==> src/rtl/sgr_sequencer.sv <==
// sgr_sequencer -- collects the decimal parameter list of an SGR escape
// sequence (the characters after CSI up to 'm') and replays it to the
// graphics state block as a train of single-cycle command strobes.
//
// Ports
//   clk, rst_n         clock, asynchronous active-low reset
//   seq_start          CSI seen: start a new parameter list
//   in_valid, in_char  character stream following the CSI
//   in_ready           character accepted when in_valid && in_ready
//   commandReady       one-cycle command strobe
//   commandType, Pns   command and its parameter (held between strobes)
//   busy               high whenever the sequencer is not IDLE
//   seq_abort          one-cycle pulse when a list is discarded
//   overflow           sticky: a parameter was dropped (cleared by seq_start)

package sgr_pkg;
    typedef enum logic [1:0] {
        SGR0    = 2'd0,
        INIT_PN = 2'd1,
        EMIT_PN = 2'd2,
        SGR     = 2'd3
    } CommandsType;
endpackage

module sgr_sequencer
    import sgr_pkg::*;
#(
    parameter int DEPTH  = 16,
    parameter int PN_MAX = 255
) (
    input  logic        clk,
    input  logic        rst_n,
    input  logic        seq_start,
    input  logic        in_valid,
    input  logic [7:0]  in_char,
    output logic        in_ready,
    output logic        commandReady,
    output CommandsType commandType,
    output logic [7:0]  Pns,
    output logic        busy,
    output logic        seq_abort,
    output logic        overflow
);

    localparam int AW = $clog2(DEPTH);
    localparam int CW = AW + 1;

    typedef enum logic [1:0] {IDLE, COLLECT, ISSUE, GAP} state_t;

    state_t         state;
    logic [7:0]     acc;
    logic [CW-1:0]  count;
    logic [CW-1:0]  idx;
    logic [7:0]     pbuf [DEPTH];
    logic           any_char;    // a character was accepted since seq_start
    logic           empty_list;  // bare 'm': issue a lone SGR0
    logic           last_sent;   // the closing SGR has gone out

    logic           accept;
    logic           is_digit;
    logic [11:0]    acc_mul;
    logic [7:0]     acc_sat;
    logic           push_en;
    logic           full;

    // seq_start takes priority over any character presented in the same
    // cycle, so the character is refused rather than silently dropped.
    assign in_ready = (state == IDLE || state == COLLECT) && !seq_start;
    assign busy     = (state != IDLE);
    assign accept   = (state == COLLECT) && in_valid && in_ready;

    // '0'..'9' are 0x30..0x39, so the low nibble is the digit value.
    assign is_digit = (in_char >= 8'h30) && (in_char <= 8'h39);
    assign acc_mul  = 12'(acc) * 12'd10 + 12'(in_char[3:0]);
    assign acc_sat  = (acc_mul > 12'(PN_MAX)) ? 8'(PN_MAX) : acc_mul[7:0];

    // ';' always closes a field (empty field -> 0); 'm' closes the last
    // field only when the list is not bare.
    assign push_en  = accept && ((in_char == 8'h3b) || (in_char == 8'h6d && any_char));
    assign full     = (count == CW'(DEPTH));

    always_ff @(posedge clk or negedge rst_n) begin
        if (!rst_n) begin
            state        <= IDLE;
            acc          <= '0;
            count        <= '0;
            idx          <= '0;
            any_char     <= 1'b0;
            empty_list   <= 1'b0;
            last_sent    <= 1'b0;
            commandReady <= 1'b0;
            commandType  <= SGR0;
            Pns          <= '0;
            seq_abort    <= 1'b0;
            overflow     <= 1'b0;
            for (int i = 0; i < DEPTH; i++) pbuf[i] <= '0;
        end else begin
            commandReady <= 1'b0;
            seq_abort    <= 1'b0;

            case (state)
                IDLE, COLLECT: begin
                    if (seq_start) begin
                        // Also the restart path from COLLECT: no abort pulse.
                        state      <= COLLECT;
                        acc        <= '0;
                        count      <= '0;
                        any_char   <= 1'b0;
                        empty_list <= 1'b0;
                        overflow   <= 1'b0;
                    end else if (accept) begin
                        if (is_digit) begin
                            acc      <= acc_sat;
                            any_char <= 1'b1;
                        end else if (in_char == 8'h3b) begin
                            acc      <= '0;
                            any_char <= 1'b1;
                        end else if (in_char == 8'h6d) begin
                            // First strobe leaves on this edge; its payload is
                            // constant so it need not wait for the final push.
                            state        <= ISSUE;
                            idx          <= '0;
                            last_sent    <= 1'b0;
                            commandReady <= 1'b1;
                            Pns          <= '0;
                            if (any_char) begin
                                commandType <= INIT_PN;
                            end else begin
                                commandType <= SGR0;
                                empty_list  <= 1'b1;
                            end
                        end else begin
                            state     <= IDLE;
                            seq_abort <= 1'b1;
                            acc       <= '0;
                            count     <= '0;
                        end
                    end
                end

                ISSUE: state <= GAP;

                GAP: begin
                    if (empty_list || last_sent) begin
                        state <= IDLE;
                    end else begin
                        state        <= ISSUE;
                        commandReady <= 1'b1;
                        Pns          <= pbuf[idx[AW-1:0]];
                        idx          <= idx + CW'(1);
                        if (idx == count - CW'(1)) begin
                            commandType <= SGR;
                            last_sent   <= 1'b1;
                        end else begin
                            commandType <= EMIT_PN;
                        end
                    end
                end

                default: state <= IDLE;
            endcase

            // A full buffer drops the value but keeps what it holds.
            if (push_en) begin
                if (full) begin
                    overflow <= 1'b1;
                end else begin
                    pbuf[count[AW-1:0]] <= acc;
                    count               <= count + CW'(1);
                end
            end
        end
    end

endmodule

==> config.mk <==
export PLATFORM = sky130hd
export DESIGN_NAME = sgr_sequencer
export DESIGN_NICKNAME = d
export VERILOG_FILES = /design/src/rtl/sgr_sequencer.sv
export SDC_FILE = /design/constraint.sdc
export NUM_CORES = 1
export LEC_CHECK = 0
export BUFFER_PORTS_ARGS = -buffer_cell sky130_fd_sc_hd__buf_2
export CAP_MARGIN = 30
export CORE_MARGIN = 3
export CORE_UTILIZATION = 40
export CTS_CLUSTER_DIAMETER = 80
export DETAILED_ROUTE_END_ITERATION = 8
export GPL_TIMING_DRIVEN = 0
export MAX_ROUTING_LAYER = met4
export PLACE_DENSITY = 0.53
export SLEW_MARGIN = 20
export SYNTH_ARGS = -nofsm -noshare
export SYNTH_HDL_FRONTEND = slang
export SYNTH_SLANG_ARGS = --single-unit
==> constraint.sdc <==
create_clock -name clk -period 4.4 [get_ports clk]
set_clock_uncertainty 0.2 [all_clocks]
set_input_delay 0.44 -clock clk [delete_from_list [all_inputs] [get_ports clk]]
set_output_delay 0.44 -clock clk [all_outputs]
set_load 0.02 [all_outputs]
==> results of run 1 <==
[power by group]
group	internal (W)	switching [W]	leakage, nW	total [W]
combinational	0.000182	0.000320	2.13	0.000502
sequential	0.00154	0.0000155	2.28	0.00155
clock	0.000881	0.000678	0.300	0.00156
[logic make-up (layout without fill, tap and decap cells)]
| family | Yosys count | in the layout | synth area share |
|---|---|---|---|
| buffers and inverters | 54 | 116 | 0.0279 |
| and+or+nand+nor | 99 | 99 | 0.0864 |
| xor gates and xnor gates | 13 | 13 | 0.0137 |
| adders and majority gates | 22 | 22 | 0.0349 |
| DFF | 164 | 164 | 0.493 |
| AOI/OAI and AO/OA | 73 | 73 | 0.0619 |
| muxes | 169 | 169 | 0.282 |
[layout by cell type, fill, tap and decap left out, drive strengths merged, types with 2 or more instances in the layout]
cell type,instances
buf,47
or3,2
and3,8
a21o,4
nor3,4
mux2,128
nand4bb,2
a22o,9
nand4b,8
nand4,6
clkinv,2
o21ai,16
and2,4
inv,20
nor2,17
a41oi,9
a211oi,4
a21oi,20
clkbuf,42
ha,20
xnor2,7
xor2,6
bufinv,2
nand2,23
clkinvlp,2
o31ai,4
dfrtp,164
mux4,40
nand2b,5
or4b,2
nand3,10
o21a,2
fa,2
[repair_timing]
action,in CTS,in global routing
gates resized for setup,0,0
endpoints found under the hold margin,96,0
setup endpoints to repair,0,0
buffers inserted,0,0
hold buffers,1,0
[sequential cells by signal (all words and copies together), names as in the netlist]
register and count:
Pns 8, acc 8, any_char 1, commandReady 1, commandType 2, count 5, empty_list 1, idx 5
last_sent 1, overflow 1, pbuf 128, seq_abort 1, state 2
[per-stage QoR]
| stage | utilization | instance area [um2] | setup WS, ns |
|---|---|---|---|
| 2_1_floorplan | - | 8330 | 1.50 |
| 6_report | 0.466 | 9480 | 1.04 |
| 3_3_place_gp | 0.432 | 8800 | 0.289 |
| 5_1_grt | 0.466 | 9480 | 0.792 |
| 4_1_cts | 0.465 | 9470 | 1.02 |
| 3_5_place_dp | 0.434 | 8830 | 1.02 |
[worst max path at each step]
stage,from,end,slack [ns],cells past startpoint
4_1_cts,acc[1],acc[6],1.02,8
3_3_place_gp,rst_n,pbuf[46],0.29,1
5_1_grt,acc[1],acc[6],0.79,8
3_5_place_dp,acc[1],acc[6],1.02,8
2_1_floorplan,acc[1],acc[0],1.50,8
6_report,acc[1],acc[6],1.04,8
[per-layer routing]
| layer | wire length, um | vias up | track usage |
|---|---|---|---|
| met1 | 8770 | 2725 | 0.239 |
| met5 | 0 | - | - |
| li1 | - | 2321 | - |
| met3 | 500 | 24 | 0.0382 |
| met4 | 310 | 0 | 0.0494 |
| met2 | 9610 | 71 | 0.296 |
[worst max-delay path, stage by stage, from the launching register on]
cell and delay (ns):
dfrtp_1 0.43, ha_1 0.31, ha_1 0.24, fa_1 0.56, and3_1 0.17, a41oi_1 0.07
nor4_1 0.28, mux2i_1 0.68, a41oi_1 0.25
[layout make-up]
type                            instances  area, um2
Sequential cell                       164       4100
Buffer                                 42        188
Tap cell                              270        338
Timing Repair Buffer                   30        190
Clock buffer                           18        439
Fill cell                            1773      10900
Clock inverter                         14        185
Multi-Input combinational cell        376       3990
Inverter                               12       45.0
==> results_dict.tcl, run 1 <==
set metrics [dict create \
    ys_seq_area_frac 0.493 \
    first_pass_iters 4 \
    total_power_w 0.00361 \
    synth_ff_type "dfrtp_1" \
    yosys-top-cells-count "dfrtp_1 (164), mux2_2 (128), mux4_2 (40), clkbuf_1 (24), nand2_1 (23)" \
    wire_per_inst_um 20.7 \
    synth_area_leaders "dfrtp_1 (49%), mux2_2 (17%), mux4_2 (11%)" \
    synthArstFlopShare 1.00 \
    first_global_vias 5428 \
    cts-htree-levels 4 \
    hold_viol_final 0 \
    reg2reg_depth 8 \
    tightestPinTransition_ns 0.990 \
    synth_fp_nets 628 \
    setup_violations 0 \
    fin_crit_sh 0.764 \
    dp_cells 891 \
    maxSlewViolCount 0 \
    ant_nets 0 \
    synth_edf_count 0 \
    grt-ovfl-total 0 \
    nets 677 \
    gp_congestion 0.807 \
    ys_types 56 \
    grt_usage 0.184 \
    critPathKind "register to register" \
    synthCells 594 \
    root_buffer "clkbuf_16" \
    viasPerCell 5.55 \
    initial_core_util 0.409 \
    grt_pass1_wl_mm 30.6 \
    clk_latency_ns 0.43 \
    ff2ff_setup_slack_ns 1.04 \
    syn-cell-area_mm2 0.00833 \
    drt_iter0_drc 313 \
    core_area_mm2 0.0204 \
    cp-end-kind "register" \
    r2r_start "acc[1]" \
    post-synth-top-area-fraction 0.493 \
    power.leakage_nw 4.71 \
    clkTransAtPathRegs_ns 0.07 \
    die-width_um 150 \
    rows 52 \
    finalSetupTns_ns 0 \
    dp_hpwl_mm 13.6 \
    hold_path.class "input port to register" \
    min-delay-start "in_char[0]" \
    holdPathStages 3 \
    synthMostInstantiatedCell "dfrtp_1" \
    drc_errors 0 \
    fmax_ghz 0.298 \
    drt-total-wl_mm 19.2 \
    cts_tree "yes" \
    yosysWarningCount 0 \
    die_h_um 150 \
    synth-seq-cells 164 \
    p_per_area_mw_per_mm2 381 \
    cts_buffer_depth 2 \
    hold_end "acc[0]" \
    max_slew_margin 0.335 \
    status "finished, final reports clean" \
    critPathArrivalTime_ns 3.41 \
    r2r-end "acc[6]" \
    cp_max_fo 8 \
    cap_viol_max_count 0 \
    diodes 0 \
    period_needed_ns 3.36 \
    area_growth_pct 13.8 \
    drive_gt1_frac 0.393 \
    syn_area_per_cell_um2 14.0 \
    layoutNonFillerInstCount 926 \
    io_pins 27 \
    cts-buffers-inserted 17 \
    vias 5141 \
    required_ns 4.45 \
    clock-sinks 164 \
    port_buffers 26 \
    rsz0062_at_grt "false" \
    timing.hold.ws_ns 0.130 \
    synth_top_area_cell "dfrtp_1" \
    grt_max_degree 98 \
    die_area_mm2 0.0226 \
    antenna_found_initial 0 \
    ir_drop_v 0.000240 \
    start_kind "register" \
]
Note: power is estimated with default switching activity, not from simulation.
==> run 2, diff against run 1 <==
--- a/config.mk
+++ b/config.mk
@@ -13,7 +13,7 @@
 export DETAILED_ROUTE_END_ITERATION = 8
 export GPL_TIMING_DRIVEN = 0
 export MAX_ROUTING_LAYER = met4
-export PLACE_DENSITY = 0.53
+export PLACE_DENSITY = 0.55
 export SLEW_MARGIN = 20
 export SYNTH_ARGS = -nofsm -noshare
 export SYNTH_HDL_FRONTEND = slang
==> constraint.sdc (replaced) <==
create_clock -name clk -period 2.8 [get_ports clk]
set_clock_uncertainty 0.2 [all_clocks]
set_input_delay 0.28 -clock clk [delete_from_list [all_inputs] [get_ports clk]]
set_output_delay 0.28 -clock clk [all_outputs]
set_load 0.02 [all_outputs]
==> run 2 against run 1 <==
  * The run now ends with negative setup slack left
  * Critical path type unchanged
  * Critical endpoint is now acc[0]
  * Cell area rose by 2.8%
  * Combinational power grew 60%
  * Worst hold slack worse by 0.021 ns
  * Final cell count up 1.5%
  * Critical path depth increased by 1
  * Via count up 1.0%
  * Largest power group unchanged
  * Global-route usage grew 0.47 points
  * Die area is the same
  * Wire length up 2.5%
  * Non-clock buffer count is 14 higher
  * Sequential cell count unchanged
==> results_dict.tcl, run 2 (synthesis results as in run 1) <==
set metrics [dict create \
    ant_nets 0 \
    max_slew_margin 0.418 \
    start_kind "register" \
    core_area_mm2 0.0204 \
    cp_max_fo 5 \
    hold_path.class "input port to register" \
    grt_pass1_wl_mm 31.3 \
    period_needed_ns 2.82 \
    grt-ovfl-total 0 \
    setup_violations 4 \
    gp_congestion 0.808 \
    largest_register "pbuf" \
    total_power_w 0.00569 \
    drive_gt1_frac 0.437 \
    area_growth_pct 17.0 \
    dp_hpwl_mm 13.7 \
    wire_per_inst_um 20.9 \
    required_ns 2.88 \
    first_pass_iters 4 \
    vias 5193 \
    final_cell_mix "dfrtp_1 (161), mux2_2 (128), mux4_2 (40), buf_2 (31), nand2_1 (23)" \
    cts-buffers-inserted 17 \
    p_per_area_mw_per_mm2 584 \
    biggestRegsByFlops "pbuf x128, Pns x8, acc x8" \
    die-width_um 150 \
    io_pins 27 \
    clk_latency_ns 0.42 \
    maxSlewViolCount 0 \
    clock-sinks 164 \
    die_h_um 150 \
    fmax_ghz 0.355 \
    diodes 0 \
    timing.hold.ws_ns 0.109 \
    antenna_found_initial 0 \
    viasPerCell 5.52 \
    cts_tree "yes" \
    critPathMaxStageDelay_ns 0.43 \
    initial_core_util 0.409 \
    grt_max_degree 88 \
    cap_viol_max_count 0 \
    grt_usage 0.189 \
    finalSetupTns_ns -0.0442 \
    critPathArrivalTime_ns 2.90 \
    drt_iter0_drc 283 \
    layoutNonFillerInstCount 940 \
    rsz0062_at_grt "true" \
    fin_crit_sh 1.01 \
    cts_buffer_depth 2 \
    cp-end-kind "register" \
    cts-htree-levels 4 \
    hold_viol_final 0 \
    drt-total-wl_mm 19.7 \
    power.leakage_nw 4.79 \
    path_buf_inv 1 \
    ir_drop_v 0.000363 \
    root_buffer "clkbuf_16" \
    dp_cells 892 \
    mostFrequentLayoutCell "dfrtp_1" \
    clkTransAtPathRegs_ns 0.07 \
    fin_ws_ns -0.0188 \
    largest_register_ffs 128 \
    critPathSlowestCell "dfrtp_2" \
    first_global_vias 5484 \
    critPathKind "register to register" \
    status "complete, but fails checks" \
    nets 691 \
    drc_errors 0 \
    critical_path.cell_chain "ha_4 -> ha_4 -> fa_2 -> and3_1 -> or3_1 -> and2_0 -> mux2i_2 -> buf_4 -> a41oi_1" \
    rows 52 \
    tightestPinTransition_ns 0.867 \
    port_buffers 26 \
    cp_top_family "adder cells" \
    final_util 0.479 \
    die_area_mm2 0.0226 \
    violations "negative setup slack" \
    critPathMostFrequentCell "ha_4" \
]
[run 2: where the power goes]
| group | total [W] | internal (W) | switching, W |
|---|---|---|---|
| Combinational | 0.000804 | 0.000300 | 0.000505 |
| Clock | 0.00245 | 0.00143 | 0.00102 |
| Sequential | 0.00244 | 0.00241 | 0.0000250 |
[run 2: through the flow]
step                setup WS (ns)  cell area [um2]
finish                    -0.0188             9750
global route               -0.116             9750
CTS                        -0.135             9670
detailed placement         -0.296             8860
global placement            -1.13             8810
floorplan                  0.0286             8340
[run 2: repair_timing]
item / in CTS / in global routing
hold buffers: 4 / 0
endpoints found under the setup margin: 45 / 44
gates resized for setup: 17 / 14
pin swaps: 5 / 6
buffers inserted: 7 / 6
endpoints found under the hold margin: 80 / 0
[run 2: cell type report]
class	instances	area (um2)
inverter	12	45.0
multi-input combinational	376	4130
timing repair buffer	45	313
tap	270	338
clock buffer	17	425
buffer	41	195
fill	1798	10600
clock inverter	15	198
sequential	164	4110
[run 2: path summary, 6_finish.rpt]
kind,startpoint,end,slack (ns),cells after the start
worst max-delay path,acc[1],acc[0],-0.02,9
worst min-delay path,seq_start,any_char,0.11,4
worst max register to register,acc[1],acc[0],-0.02,9
worst min register to register,commandType[1],commandType[1],0.27,2
max in group asynchronous,rst_n,pbuf[100],1.33,3
min in group asynchronous,rst_n,seq_abort,0.23,2
[run 2: routing by layer]
metal	vias to the layer above	global-route usage	wire length [um]
met4	0	0.0467	257
met2	85	0.307	9940
met5	-	-	0
met3	20	0.0349	579
li1	2360	-	-
met1	2728	0.247	8890
[run 2: worst min-delay path, stage by stage]
cell and delay, ns:
buf_2 0.12, inv_1 0.09, nor2_1 0.10, nor2_1 0.11
==> run 3, diff against run 2 <==
--- a/config.mk
+++ b/config.mk
@@ -7,14 +7,14 @@
 export LEC_CHECK = 0
 export BUFFER_PORTS_ARGS = -buffer_cell sky130_fd_sc_hd__buf_2
 export CAP_MARGIN = 30
-export CORE_MARGIN = 3
+export CORE_MARGIN = 2
 export CORE_UTILIZATION = 40
 export CTS_CLUSTER_DIAMETER = 80
 export DETAILED_ROUTE_END_ITERATION = 8
 export GPL_TIMING_DRIVEN = 0
 export MAX_ROUTING_LAYER = met4
-export PLACE_DENSITY = 0.55
 export SLEW_MARGIN = 20
 export SYNTH_ARGS = -nofsm -noshare
 export SYNTH_HDL_FRONTEND = slang
 export SYNTH_SLANG_ARGS = --single-unit
+export TNS_END_PERCENT = 20
==> run 3 against run 2 <==
  * The flow now finishes without violations
  * Sequential power barely moved
  * Global-route usage rose by 0.55 points
  * Combinational power rose by 1%
  * Clock power fell by 7%
  * Final cell count fell by 0.32%
  * Die area fell by 2.6%
  * Register-to-register slack improved by 0.02 ns
  * Maximum frequency rose by 0.78%
  * Largest power group is now registers
==> results_dict.tcl, run 3 (synthesis results as in run 1) <==
set metrics [dict create \
    status "finished, final reports clean" \
    root_buffer "clkbuf_16" \
    viasPerCell 5.59 \
    period_needed_ns 2.80 \
    cap_viol_max_count 0 \
    largest_register "pbuf" \
    drt_iter0_drc 243 \
    drc_errors 0 \
    r2r-end "acc[2]" \
    wire_per_inst_um 20.8 \
    nets 688 \
    dp_hpwl_mm 13.5 \
    io_pins 27 \
    cts-htree-levels 4 \
    switching_share 0.269 \
    required_ns 2.88 \
    fin_crit_sh 0.999 \
    gp_congestion 0.821 \
    setup_violations 0 \
    largest_register_ffs 128 \
    first_pass_iters 4 \
    dp_slack_ns -0.351 \
    r2r_start "acc[3]" \
    maxSlewViolCount 0 \
    clock-sinks 164 \
    ant_nets 0 \
    diodes 0 \
    ir_drop_v 0.000387 \
    cts_buffer_depth 2 \
    vias 5237 \
    cts-buffers-inserted 17 \
    grt_max_degree 102 \
    core_area_mm2 0.0204 \
    first_global_vias 5625 \
    final_cell_mix "dfrtp_1 (162), mux2_2 (128), mux4_2 (40), buf_2 (32), nand2_1 (23)" \
    seq_power_share 0.440 \
    clkTransAtPathRegs_ns 0.06 \
    drive_gt1_frac 0.429 \
    power.internal_w 0.00405 \
    critPathKind "register to register" \
    power.leakage_nw 4.76 \
    antenna_found_initial 0 \
    layoutNonFillerInstCount 937 \
    comb_power_share 0.147 \
    p_per_area_mw_per_mm2 573 \
    mostFrequentLayoutCell "dfrtp_1" \
    area_growth_pct 16.2 \
    hold_path.class "input port to register" \
    grt_usage 0.194 \
    fmax_ghz 0.358 \
    critPathArrivalTime_ns 2.88 \
    die_h_um 148 \
    cp-startpoint "acc[3]" \
    cp_max_fo 5 \
    cp-end-kind "register" \
    port_buffers 26 \
    ff2ff_setup_slack_ns 0.003 \
    drt-total-wl_mm 19.5 \
    grt_pass1_wl_mm 31.2 \
    clk_latency_ns 0.43 \
    rows 52 \
    reg2reg_depth 9 \
    grt-ovfl-total 0 \
    initial_core_util 0.409 \
    dp_cells 892 \
    die_area_mm2 0.0220 \
    max_slew_margin 0.435 \
    cts_tree "yes" \
    pwr-share-clk 0.414 \
    die-width_um 148 \
    biggestRegsByFlops "pbuf x128, Pns x8, acc x8" \
    timing.critical_path.to "acc[2]" \
    hold_viol_final 0 \
    fin_ws_ns 0.00307 \
    p_switching_w 0.00149 \
    tightestPinTransition_ns 0.848 \
    start_kind "register" \
    rsz0062_at_grt "true" \
]
[run 3: changes by cell type in the layout (fill, tap and decap cells not counted), moves of 2 or more]
cell	delta
buf_4	-5
clkbuf_1	+2
clkinv_2	+4
clkinv_4	-5
inv_8	-2
[run 3: stage by stage]
step / TNS [ns] / area, um2 / total power (W) / hold slack (ns) / utilization
after floorplan: -0.0405 / 8340 / 0.00300 / -0.216 / -
after global placement: -177.59 / 8810 / 0.00327 / 0.258 / 0.433
after detailed placement: -4.88 / 8860 / 0.00329 / 0.0575 / 0.435
after CTS: -0.523 / 9620 / 0.00558 / 0.114 / 0.473
after global routing: -0.509 / 9680 / 0.00574 / 0.162 / 0.475
final: 0 / 9680 / 0.00554 / 0.132 / 0.475
[run 3: routing by layer]
metal | wire [um] | part of all wire | track usage | vias to the layer above
met5 | 0 | 0 | - | -
met4 | 428 | 0.022 | 0.0719 | 0
met1 | 8570 | 0.44 | 0.246 | 2747
li1 | - | - | - | 2362
met3 | 851 | 0.044 | 0.0353 | 22
met2 | 9660 | 0.49 | 0.314 | 106
[run 3: worst max-delay path, stage by stage (launching register included)]
cell and delay, ns:
dfrtp_1 0.41, ha_4 0.26, ha_4 0.16, fa_2 0.39
and3_1 0.20, or3_1 0.37, and2_1 0.19, mux2i_2 0.17
buf_4 0.18, a41oi_1 0.12
[run 3: area by class of cell]
type,instances,area (um2)
flip-flops and latches,164,4110
repair buffers,42,292
well taps,270,338
fillers,1727,10700
multi-input cells,376,4130
clock inverters,12,129
clock buffers,20,447
inverters,12,45.0
plain buffers,41,195
[run 3: worst min-delay path by stage]
stage                           to           start  depth (start not counted)
detailed placement       seq_abort           rst_n                          1
finish                      acc[1]      in_char[1]                          4
floorplan                   Pns[0]           rst_n                          0
CTS                      seq_abort      in_char[5]                          4
global route              state[1]      in_char[6]                          4
global placement    commandType[1]  commandType[1]                          2
[run 3: power by group through the flow]
stage	combinational [W]	sequential, W	clock [W]
after global placement	0.000793	0.00248	0
after global routing	0.000885	0.00244	0.00242
final	0.000813	0.00244	0.00229
after floorplan	0.000506	0.00250	0
after CTS	0.000823	0.00244	0.00232
after detailed placement	0.000808	0.00248	0
[run 3: repair_timing]
item / CTS / global route
resized for setup: 20 / 12
hold buffers: 4 / 0
endpoints found under the setup margin: 44 / 48
endpoints found under the hold margin: 66 / 0
pin swaps: 6 / 5
buffers inserted: 8 / 1
